## config.mk

```make
export PLATFORM = sky130hd
export DESIGN_NAME = invader_formation_ctl
export DESIGN_NICKNAME = d
export VERILOG_FILES = /design/src/rtl/vga_pkg.sv /design/src/rtl/invader_pkg.sv /design/src/rtl/invader_scan.sv /design/src/rtl/invader_formation_ctl.sv
export SDC_FILE = /design/constraint.sdc
export NUM_CORES = 1
export LEC_CHECK = 0
export ABC_AREA = 1
export CAP_MARGIN = 20
export CORE_MARGIN = 2
export CORE_UTILIZATION = 24
export CTS_BUF_LIST = sky130_fd_sc_hd__clkbuf_16
export DETAILED_ROUTE_END_ITERATION = 10
export SLEW_MARGIN = 20
export SYNTH_ARGS = -nofsm -noshare
export SYNTH_HDL_FRONTEND = slang
export SYNTH_HIERARCHICAL = 1
export SYNTH_SLANG_ARGS = --single-unit
export TNS_END_PERCENT = 30
```

## constraint.sdc

```tcl
create_clock -name clk65MHz -period 5 [get_ports clk65MHz]
set_input_delay 1.25 -clock clk65MHz [delete_from_list [all_inputs] [get_ports clk65MHz]]
set_output_delay 1.25 -clock clk65MHz [all_outputs]
set_load 0.1 [all_outputs]
```

## src/rtl/vga_pkg.sv

```systemverilog
// XGA 1024x768 @ 60 Hz timing constants shared by the video path.
package vga_pkg;
  localparam int HOR_PIXELS = 1024;
  localparam int VER_PIXELS = 768;
endpackage

```

## src/rtl/invader_pkg.sv

```systemverilog
// Shared invader types and row geometry, used by both this controller and the display block.
package invader_pkg;
  import vga_pkg::*;

  typedef enum logic [2:0] {
    S_WAIT = 3'd0,
    S_EVAL = 3'd1,
    S_HORZ = 3'd2,
    S_DOWN = 3'd3,
    S_OVER = 3'd4
  } state_e;

  typedef enum logic {
    DIR_RIGHT = 1'b0,
    DIR_LEFT  = 1'b1
  } dir_e;

  // Gap between sprites so the row fills the screen width minus the offset.
  function automatic int calc_spacing(input int offset, input int num, input int width);
    return ((HOR_PIXELS - offset) - num * width) / (num - 1);
  endfunction

  function automatic int calc_pitch(input int offset, input int num, input int width);
    return width + calc_spacing(offset, num, width);
  endfunction
endpackage

```

## src/rtl/invader_scan.sv

```systemverilog
// Combinational scan of the alive mask: highest alive index and alive count.
module invader_scan #(
  parameter int NUM_INVADERS = 10
) (
  input  logic [NUM_INVADERS-1:0]           enable,
  output logic [$clog2(NUM_INVADERS)-1:0]   hi_idx,
  output logic [$clog2(NUM_INVADERS+1)-1:0] pop
);
  localparam int IW = $clog2(NUM_INVADERS);
  localparam int PW = $clog2(NUM_INVADERS + 1);

  always_comb begin
    hi_idx = '0;
    pop    = '0;
    for (int i = 0; i < NUM_INVADERS; i++) begin
      if (enable[i]) begin
        hi_idx = IW'(i);
        pop    = pop + PW'(1);
      end
    end
  end
endmodule

```

## src/rtl/invader_formation_ctl.sv

```systemverilog
// Formation motion controller: marches the invader row, drops at screen edges,
// clears invaders on hits and flags game over.
module invader_formation_ctl
  import invader_pkg::*;
#(
  parameter int X_INIT         = 50,
  parameter int Y_INIT         = 100,
  parameter int INVADER_WIDTH  = 64,
  parameter int INVADER_HEIGHT = 48,
  parameter int NUM_INVADERS   = 10,
  parameter int OFFSET         = 100,
  parameter int STEP_X         = 8,
  parameter int STEP_Y         = 16,
  parameter int BASE_FRAMES    = 2,
  parameter int BOTTOM_Y       = 700
) (
  input  logic                            clk65MHz,
  input  logic                            rst,
  input  logic                            frame_tick,
  input  logic                            restart,
  input  logic                            hit_valid,
  input  logic [$clog2(NUM_INVADERS)-1:0] hit_index,
  output logic [9:0]                      xpos,
  output logic [9:0]                      ypos,
  output logic [NUM_INVADERS-1:0]         invader_enable,
  output logic                            score_pulse,
  output logic                            all_destroyed,
  output logic                            reached_bottom,
  output state_e                          dbg_state,
  output dir_e                            dbg_dir
);
  localparam int IW = $clog2(NUM_INVADERS);
  localparam int PW = $clog2(NUM_INVADERS + 1);

  // Edge arithmetic is carried at 12 bits so nothing wraps before the compare.
  localparam logic [11:0] PITCH12   = 12'(calc_pitch(OFFSET, NUM_INVADERS, INVADER_WIDTH));
  localparam logic [11:0] X_INIT12  = 12'(X_INIT);
  localparam logic [11:0] Y_INIT12  = 12'(Y_INIT);
  localparam logic [11:0] WIDTH12   = 12'(INVADER_WIDTH);
  localparam logic [11:0] HEIGHT12  = 12'(INVADER_HEIGHT);
  localparam logic [11:0] STEP_X12  = 12'(STEP_X);
  localparam logic [11:0] HOR12     = 12'(vga_pkg::HOR_PIXELS);
  localparam logic [11:0] BOTTOM12  = 12'(BOTTOM_Y);
  localparam logic [9:0]  STEP_X10  = 10'(STEP_X);
  localparam logic [9:0]  STEP_Y10  = 10'(STEP_Y);
  localparam logic [6:0]  BASE7     = 7'(BASE_FRAMES);

  state_e                  state_q, state_d;
  dir_e                    dir_q, dir_d;
  logic [9:0]              xpos_q, xpos_d;
  logic [9:0]              ypos_q, ypos_d;
  logic [NUM_INVADERS-1:0] enable_q, enable_d;
  logic [5:0]              cnt_q, cnt_d;
  logic                    score_q, score_d;
  logic                    all_destroyed_q, all_destroyed_d;
  logic                    reached_bottom_q, reached_bottom_d;

  logic [IW-1:0]           hi_idx;
  logic [PW-1:0]           pop;
  logic                    hit_in_range;
  logic                    hit_ok;
  logic [6:0]              period_m1;
  logic                    period_done;
  logic [11:0]             right_edge;
  logic [9:0]              ypos_drop;
  logic [11:0]             bottom_edge;

  invader_scan #(
    .NUM_INVADERS (NUM_INVADERS)
  ) u_scan (
    .enable (enable_q),
    .hi_idx (hi_idx),
    .pop    (pop)
  );

  always_comb begin
    hit_in_range = ({1'b0, hit_index} < (IW + 1)'(NUM_INVADERS));
    hit_ok       = hit_valid && hit_in_range && (state_q != S_OVER) && enable_q[hit_index];
    // Period uses the mask as it stands this cycle, before any same-cycle hit lands.
    period_m1    = BASE7 + 7'(pop) - 7'd1;
    period_done  = ({1'b0, cnt_q} >= period_m1);
    right_edge   = X_INIT12 + 12'(xpos_q) + 12'(hi_idx) * PITCH12 + WIDTH12 + STEP_X12;
    ypos_drop    = ypos_q + STEP_Y10;
    bottom_edge  = Y_INIT12 + 12'(ypos_drop) + HEIGHT12;
  end

  always_comb begin
    state_d          = state_q;
    dir_d            = dir_q;
    xpos_d           = xpos_q;
    ypos_d           = ypos_q;
    enable_d         = enable_q;
    cnt_d            = cnt_q;
    score_d          = 1'b0;
    all_destroyed_d  = all_destroyed_q;
    reached_bottom_d = reached_bottom_q;

    if (hit_ok) begin
      enable_d[hit_index] = 1'b0;
      score_d             = 1'b1;
    end

    case (state_q)
      S_WAIT: begin
        if (enable_q == '0) begin
          all_destroyed_d = 1'b1;
          state_d         = S_OVER;
        end else if (frame_tick) begin
          if (period_done) begin
            cnt_d   = '0;
            state_d = S_EVAL;
          end else begin
            cnt_d = cnt_q + 6'd1;
          end
        end
      end
      S_EVAL: begin
        // The left edge is the formation origin; dead leading invaders do not extend it.
        if (dir_q == DIR_RIGHT) begin
          state_d = (right_edge > HOR12) ? S_DOWN : S_HORZ;
        end else begin
          state_d = (12'(xpos_q) < STEP_X12) ? S_DOWN : S_HORZ;
        end
      end
      S_HORZ: begin
        xpos_d  = (dir_q == DIR_RIGHT) ? (xpos_q + STEP_X10) : (xpos_q - STEP_X10);
        state_d = S_WAIT;
      end
      S_DOWN: begin
        ypos_d = ypos_drop;
        dir_d  = (dir_q == DIR_RIGHT) ? DIR_LEFT : DIR_RIGHT;
        if (bottom_edge >= BOTTOM12) begin
          reached_bottom_d = 1'b1;
          state_d          = S_OVER;
        end else begin
          state_d = S_WAIT;
        end
      end
      S_OVER: begin
        state_d = S_OVER;
      end
      default: begin
        state_d = S_WAIT;
      end
    endcase
  end

  always_ff @(posedge clk65MHz) begin
    if (rst || restart) begin
      state_q          <= S_WAIT;
      dir_q            <= DIR_RIGHT;
      xpos_q           <= '0;
      ypos_q           <= '0;
      enable_q         <= '1;
      cnt_q            <= '0;
      score_q          <= 1'b0;
      all_destroyed_q  <= 1'b0;
      reached_bottom_q <= 1'b0;
    end else begin
      state_q          <= state_d;
      dir_q            <= dir_d;
      xpos_q           <= xpos_d;
      ypos_q           <= ypos_d;
      enable_q         <= enable_d;
      cnt_q            <= cnt_d;
      score_q          <= score_d;
      all_destroyed_q  <= all_destroyed_d;
      reached_bottom_q <= reached_bottom_d;
    end
  end

  assign xpos           = xpos_q;
  assign ypos           = ypos_q;
  assign invader_enable = enable_q;
  assign score_pulse    = score_q;
  assign all_destroyed  = all_destroyed_q;
  assign reached_bottom = reached_bottom_q;
  assign dbg_state      = state_q;
  assign dbg_dir        = dir_q;
endmodule
```

# ---- Word level (Yosys, flattened, before mapping)
# Cells that the tools add are included.
dict set report totals {
  ff_bits 43
  input_bits 9
  out_inout_bits 37
  word_cells 94
}
dict set report op_classes {
  n_addsub 21
  n_mul 1
  n_lt_le_gt_ge 7
  eq_ne 7
  muxes 35
  bitwise 3
  reduce_logical 11
}
# operator count
set ops {}
lappend ops {{two-way mux 4 bit} 11}
lappend ops {{adder 4 x 1 -> 4 bit (second input constant)} 8}
lappend ops {{two-way mux 3 bit} 8}
lappend ops {{adder 11 x 11 -> 12 bit} 1}
lappend ops {{adder 11 x 6 -> 12 bit (second input constant)} 1}
lappend ops {{adder 12 x 4 -> 12 bit (second input constant)} 1}
lappend ops {{adder 12 x 7 -> 12 bit (second input constant)} 1}
lappend ops {{>= comparator 12 x 10 -> 1 bit (second input constant)} 1}
lappend ops {{> comparator 12 x 11 -> 1 bit (second input constant)} 1}
lappend ops {{case mux 3 bit (4 select lines)} 1}
lappend ops {{adder 6 x 10 -> 11 bit (first input constant)} 1}
lappend ops {{adder 7 x 10 -> 11 bit (first input constant)} 1}
lappend ops {{multiplier 4 x 7 -> 11 bit (second input constant)} 1}
lappend ops {{adder 10 x 4 -> 10 bit (second input constant)} 1}
lappend ops {{adder 10 x 5 -> 10 bit (second input constant)} 1}
lappend ops {{bitwise AND 10 bit} 1}
lappend ops {{logical NOT 10 bit} 1}
lappend ops {{less-than comparator 10 x 4 -> 1 bit (second input constant)} 1}
lappend ops {{two-way mux 10 bit} 1}
lappend ops {{inverter 10 bit} 1}
lappend ops {{subtractor 10 x 4 -> 10 bit (second input constant)} 1}
lappend ops {{two-way mux 1 bit} 9}
lappend ops {{inequality test 3 bit (second input constant)} 3}
lappend ops {{>= comparator 6 x 7 -> 1 bit} 1}
lappend ops {{20 further kinds} 27}

# ---- Depth between registers and ports, before layout
dict set report logic_depth {
  word_depth 26
  depth_mapped 39
}

# ---- Cells and area by module
# The synthesis kept the hierarchy.
# mod instances cells_per_inst area_per_inst_um2 seq_area_each_um2
set modules_own_cells {}
lappend modules_own_cells {invader_formation_ctl 1 420 3026.7 720.7}
lappend modules_own_cells {invader_scan 1 214 1092.3 0.0}

# ---- Worst setup path before layout
# OpenSTA, ideal clock, no wires.
dict set report synth_timing {
  path_kind {flip-flop to flip-flop}
  start {register enable_q[1] (netlist: invader_enable[1])}
  end {register cnt_q[5]}
  setup_time_ns 0.126
  arrival_time_ns 6.109
  required_ns 4.874
  slack_ns -1.235
  path_stages_with_launch 38
  path_buffers 0
  synth_period_minus_slack_ns 6.235
  cell_sequence {dfxtp_1 inv_1 ha_1 nand2_2 inv_1 nor2_1 nand2_1 nand3_1 nand2_1 inv_1 ha_1 or2_1 nand2_1 nand2_1 nand3_1 nand2_1 ha_1 or2_2 [... 2 more ...] nand3_1 nand2_1 ha_1 nand2_1 nand2_1 ha_1 nand2_1 o21ai_0 ha_1 xnor2_1 ha_1 nand2_1 o21ai_0 nand4_1 o211ai_1 nand2_1 o21ai_0 nor2_1}
}
dict set report synth_via {
  elab_chain_cells 21
  word_cells_on_any_way 24
  cone_classes {add/sub (10); order compare (1); mux (10); bitwise (1); reduce/logical (2)}
}
# item line
set synth_lines {}
lappend synth_lines {{from (decl)} invader_formation_ctl.sv:52} ;# logic [NUM_INVADERS-1:0] enable_q, enable_d;
lappend synth_lines {{from (signal assigned)} invader_formation_ctl.sv:164} ;# enable_q <= enable_d;
lappend synth_lines {{two-way mux 4 bit (*)} invader_scan.sv:16} ;# if (enable[i]) begin
lappend synth_lines {{adder 4 x 1 -> 4 bit} invader_scan.sv:18} ;# pop = pop + PW'(1);
lappend synth_lines {{two-way mux 4 bit (*)} invader_scan.sv:16}
lappend synth_lines {{adder 4 x 1 -> 4 bit} invader_scan.sv:18}
lappend synth_lines {{two-way mux 4 bit (*)} invader_scan.sv:16}
lappend synth_lines {{adder 4 x 1 -> 4 bit} invader_scan.sv:18}
lappend synth_lines {{two-way mux 4 bit (*)} invader_scan.sv:16}
lappend synth_lines {{adder 4 x 1 -> 4 bit} invader_scan.sv:18}
lappend synth_lines {{[... 6 more ...]} -}
lappend synth_lines {{two-way mux 4 bit (*)} invader_scan.sv:16}
lappend synth_lines {{adder 4 x 1 -> 4 bit} invader_scan.sv:18}
lappend synth_lines {{two-way mux 4 bit (*)} invader_scan.sv:16}
lappend synth_lines {{named net pop[1]} invader_formation_ctl.sv:59} ;# logic [PW-1:0] pop;
lappend synth_lines {{adder 2 x 4 -> 5 bit (*)} invader_formation_ctl.sv:80} ;# period_m1 = BASE7 + 7'(pop) - 7'd1;
lappend synth_lines {{subtractor 5 x 1 -> 6 bit (*)} invader_formation_ctl.sv:80}
lappend synth_lines {{>= comparator 6 x 7 -> 1 bit (*)} invader_formation_ctl.sv:81} ;# period_done = ({1'b0, cnt_q} >= period_m1);
lappend synth_lines {{two-way mux 6 bit (*)} invader_formation_ctl.sv:109} ;# if (period_done) begin
lappend synth_lines {{to (signal assigned)} invader_formation_ctl.sv:165} ;# cnt_q <= cnt_d;
lappend synth_lines {{to (decl)} invader_formation_ctl.sv:53} ;# logic [5:0] cnt_q, cnt_d;
# The timed path passes the listed nets; every way through them passes the cells marked *.
# A chain may end at the register's enable or synchronous reset.

# ---- Worst setup path after layout
# Same ends and word-level chain as after synthesis.

==> results.md <==
- Layout cell share with drive strength beyond 1: 19.0%
- Total power: 938 uW
- First-pass GRT wire length: 16.6 mm
- Mapped Cells: 634
- Full die area: 18,200 um2
- Starting Density: 24.7%
- Drt total wl: 9.79 mm
- Initial DRT Pass Iterations: 4
- Clock-pin slew on the worst setup and hold paths: 60 ps
- Critical path endpoint category: flop
- Chip width: 135 um
- Final Cell Area: 5380 um2
- Slew margin rel.: 32.5%
- CTS tree: yes
- Worst setup margin: 66.1 ps
- Synth area leader: dfxtp_1
- TNS Setup: 0 ps
- I/O Buffers: 38
- Synthesis-to-finish area growth: 30.6%
- Fmax: 203 MHz
- Worst Path Arrival: 5110 ps
- Most frequent CP cell: nand2_2
- Status: finished clean
- Minimum clock period: 4930 ps
- Post-layout util: 32.2%
- Tot GR Track Use: 10.9%
- Pre-CTS setup slack: -85.6 ps
- Final antenna-violating net count: 0
- Dpl cells: 901
- Compound-Gate Fraction of Synth Area: 10.8%
- Mapped Area: 4120 um2
- Clock sinks: 36
- Post-DR vias/cell: 4.27
- Wirelength per Cell: 10.6 um
- CP peak stage delay: 370 ps
- Largest net degree at the start of global routing: 19
- IO Count: 46
- Chip height: 135 um
- Max Slew Vio Count: 0
- Area of the multi-input gates: 3120 um2
- Worst Path Class, Setup: flop to flop
- Yosys top cell area share: 17.5%
- Mux cell area share after synthesis: 0.243%
- GRT Max-Usage Layer: met2
- Share of flip-flops with an asynchronous set or reset: 0%
- Initial drt markers: 181
- Met3 Use GR: 1.65%
- Diode count: 0
- Synth Area per Inst: 6.50 um2
- Grt ovf: 0
- Simple-gate share of the synthesized area: 34.6%
- Worst VDD drop: 0.113 mV
- Placer Congestion: 0.817
- Vias in the first global route: 3,703
- Largest family of logic cells by synthesized area: simple AND/OR/NAND/NOR gates
- Hold buffers post-CTS: 0
- Commonest cells in the netlist: nand2_1 (140), inv_1 (110), nand3_1 (64)
- Post-synthesis xor/xnor area fraction: 3.80%
- Site Rows: 47
- Adder-cell share of the synthesized area: 19.9%
- Post-synthesis sequential area ratio: 17.5%
- Filler instances: 1,820
- Worst slew pin tran: 1010 ps
- H-tree levels: 2
- CTS Buffer Depth: 2
- Most frequent cell after synthesis: nand2_1
- Slowest CP cell: dfxtp_4
- Non-Filler Instances: 920
- RSZ-0062 raised after global routing: true
- Yosys warning total: 6
- Clk_skew: 3.44 ps
- Met1 Track Usage GR: 14.0%
- Required time worst endpoint: 5170 ps
- Max cap viols: 0
- Root Driver: clkbuf_16
- Layout Nets: 767
- Prevailing post-synth register cell: dfxtp_1
- FF/Latch Area: 731 um2
- GRT met2 Usage: 19.4%
- Post-synth EDFFs: 0
- Num CTS Buffers: 5
- Top cells by area, synth: dfxtp_1 (17%), ha_1 (15%), nand2_1 (13%)
- Total core area: 16,700 um2
- Tcrit/Tclk final: 98.7%
- Yosys reg bits: 36
- Pwr dens: 174 nW/um2
- Final Hold Viols: 0
- Worst-path fanout max: 4
- Worst setup SP type: flop
- Placed cell areas: 4880 um2
- DRC: 0
- Via Count: 3,932
- Initial antenna violation count: 0
- Final setup fails: 0
- Unique masters post-synth: 44
- Leakage: 2.63 nW
- Delay-heaviest family, CP: simple AND/OR/NAND/NOR gates
- Final hold slack: 487 ps
- Buf+Inv Stages, Crit Path: 3
- Worst-Skew Late Latency: 280 ps
- DP HPWL: 7.61 mm
- Min-Delay Path Class: flop to flop
[timing repair]
action	4_1_cts	5_1_grt
buffers inserted	9	2
gates resized for setup	7	41
gates cloned	0	0
pin swaps	19	36
setup endpoints to repair	5	7
[state kept, by name, summed over array words and instances (netlist names)]
signal,cells
cnt_q,6
invader_enable,10
all_destroyed,1
dbg_dir,1
score_pulse,1
dbg_state,3
reached_bottom,1
xpos,7
ypos,6
[final cells by class]
class,count,area share [%]
clock buffers,6,2.79
repair buffers,65,10.8
well taps,220,5.12
flip-flops and latches,36,13.6
multi-input cells,471,58.0
clock inverters,2,1.12
inverters,120,8.52
[placed cells by master, fill, tap and decap left out, types with 4 or more instances in the layout]
| cell | n |
|---|---|
| ha_4 | 7 |
| xnor2_1 | 4 |
| xor2_1 | 10 |
| a21oi_1 | 28 |
| nand2_2 | 28 |
| ha_1 | 40 |
| o21ai_0 | 35 |
| nand2_4 | 8 |
| clkbuf_16 | 6 |
| nor2_1 | 56 |
| nand2_1 | 118 |
| nand3_1 | 57 |
| conb_1 | 7 |
| inv_2 | 12 |
| fa_1 | 11 |
| clkdlybuf4s50_1 | 38 |
| inv_1 | 105 |
| dfxtp_1 | 32 |
| nand4_1 | 4 |
| nor2_2 | 4 |
| nand3_2 | 13 |
| buf_4 | 27 |
[logic make-up after synthesis]
logic type,count (synthesis)
xor+xnor,17
other cells,1
buf+inv,133
flops,36
compound gates,80
fa+ha+maj,59
mux,1
simple gates,307
[final timing paths]
kind,start,endpoint,slack [ps],cells past startpoint
min reg2reg,all_destroyed,all_destroyed,490,2
max reg2reg,invader_enable[1],cnt_q[5],70,37
max,invader_enable[1],cnt_q[5],70,37
min,all_destroyed,all_destroyed,490,2
[worst min-delay path, delay by kind of cell, from the launching register on]
kind	cells	cell delay, ps
buffers and inverters	1	60
flip-flops	1	330
AO/OA/AOI/OAI	1	50
[report_power, final]
part           switching, mW  internal, mW  total [mW]
clock network          0.126         0.316       0.442
logic                  0.127        0.0790       0.206
registers            0.00199         0.287       0.289
[routing by layer]
metal	wire length (um)	part of all wire [%]
met1	4700	48
met2	4670	48
met3	329	3.4
met4	90	0.92
met5	0	0
Note: power is estimated with default switching activity, not from simulation.
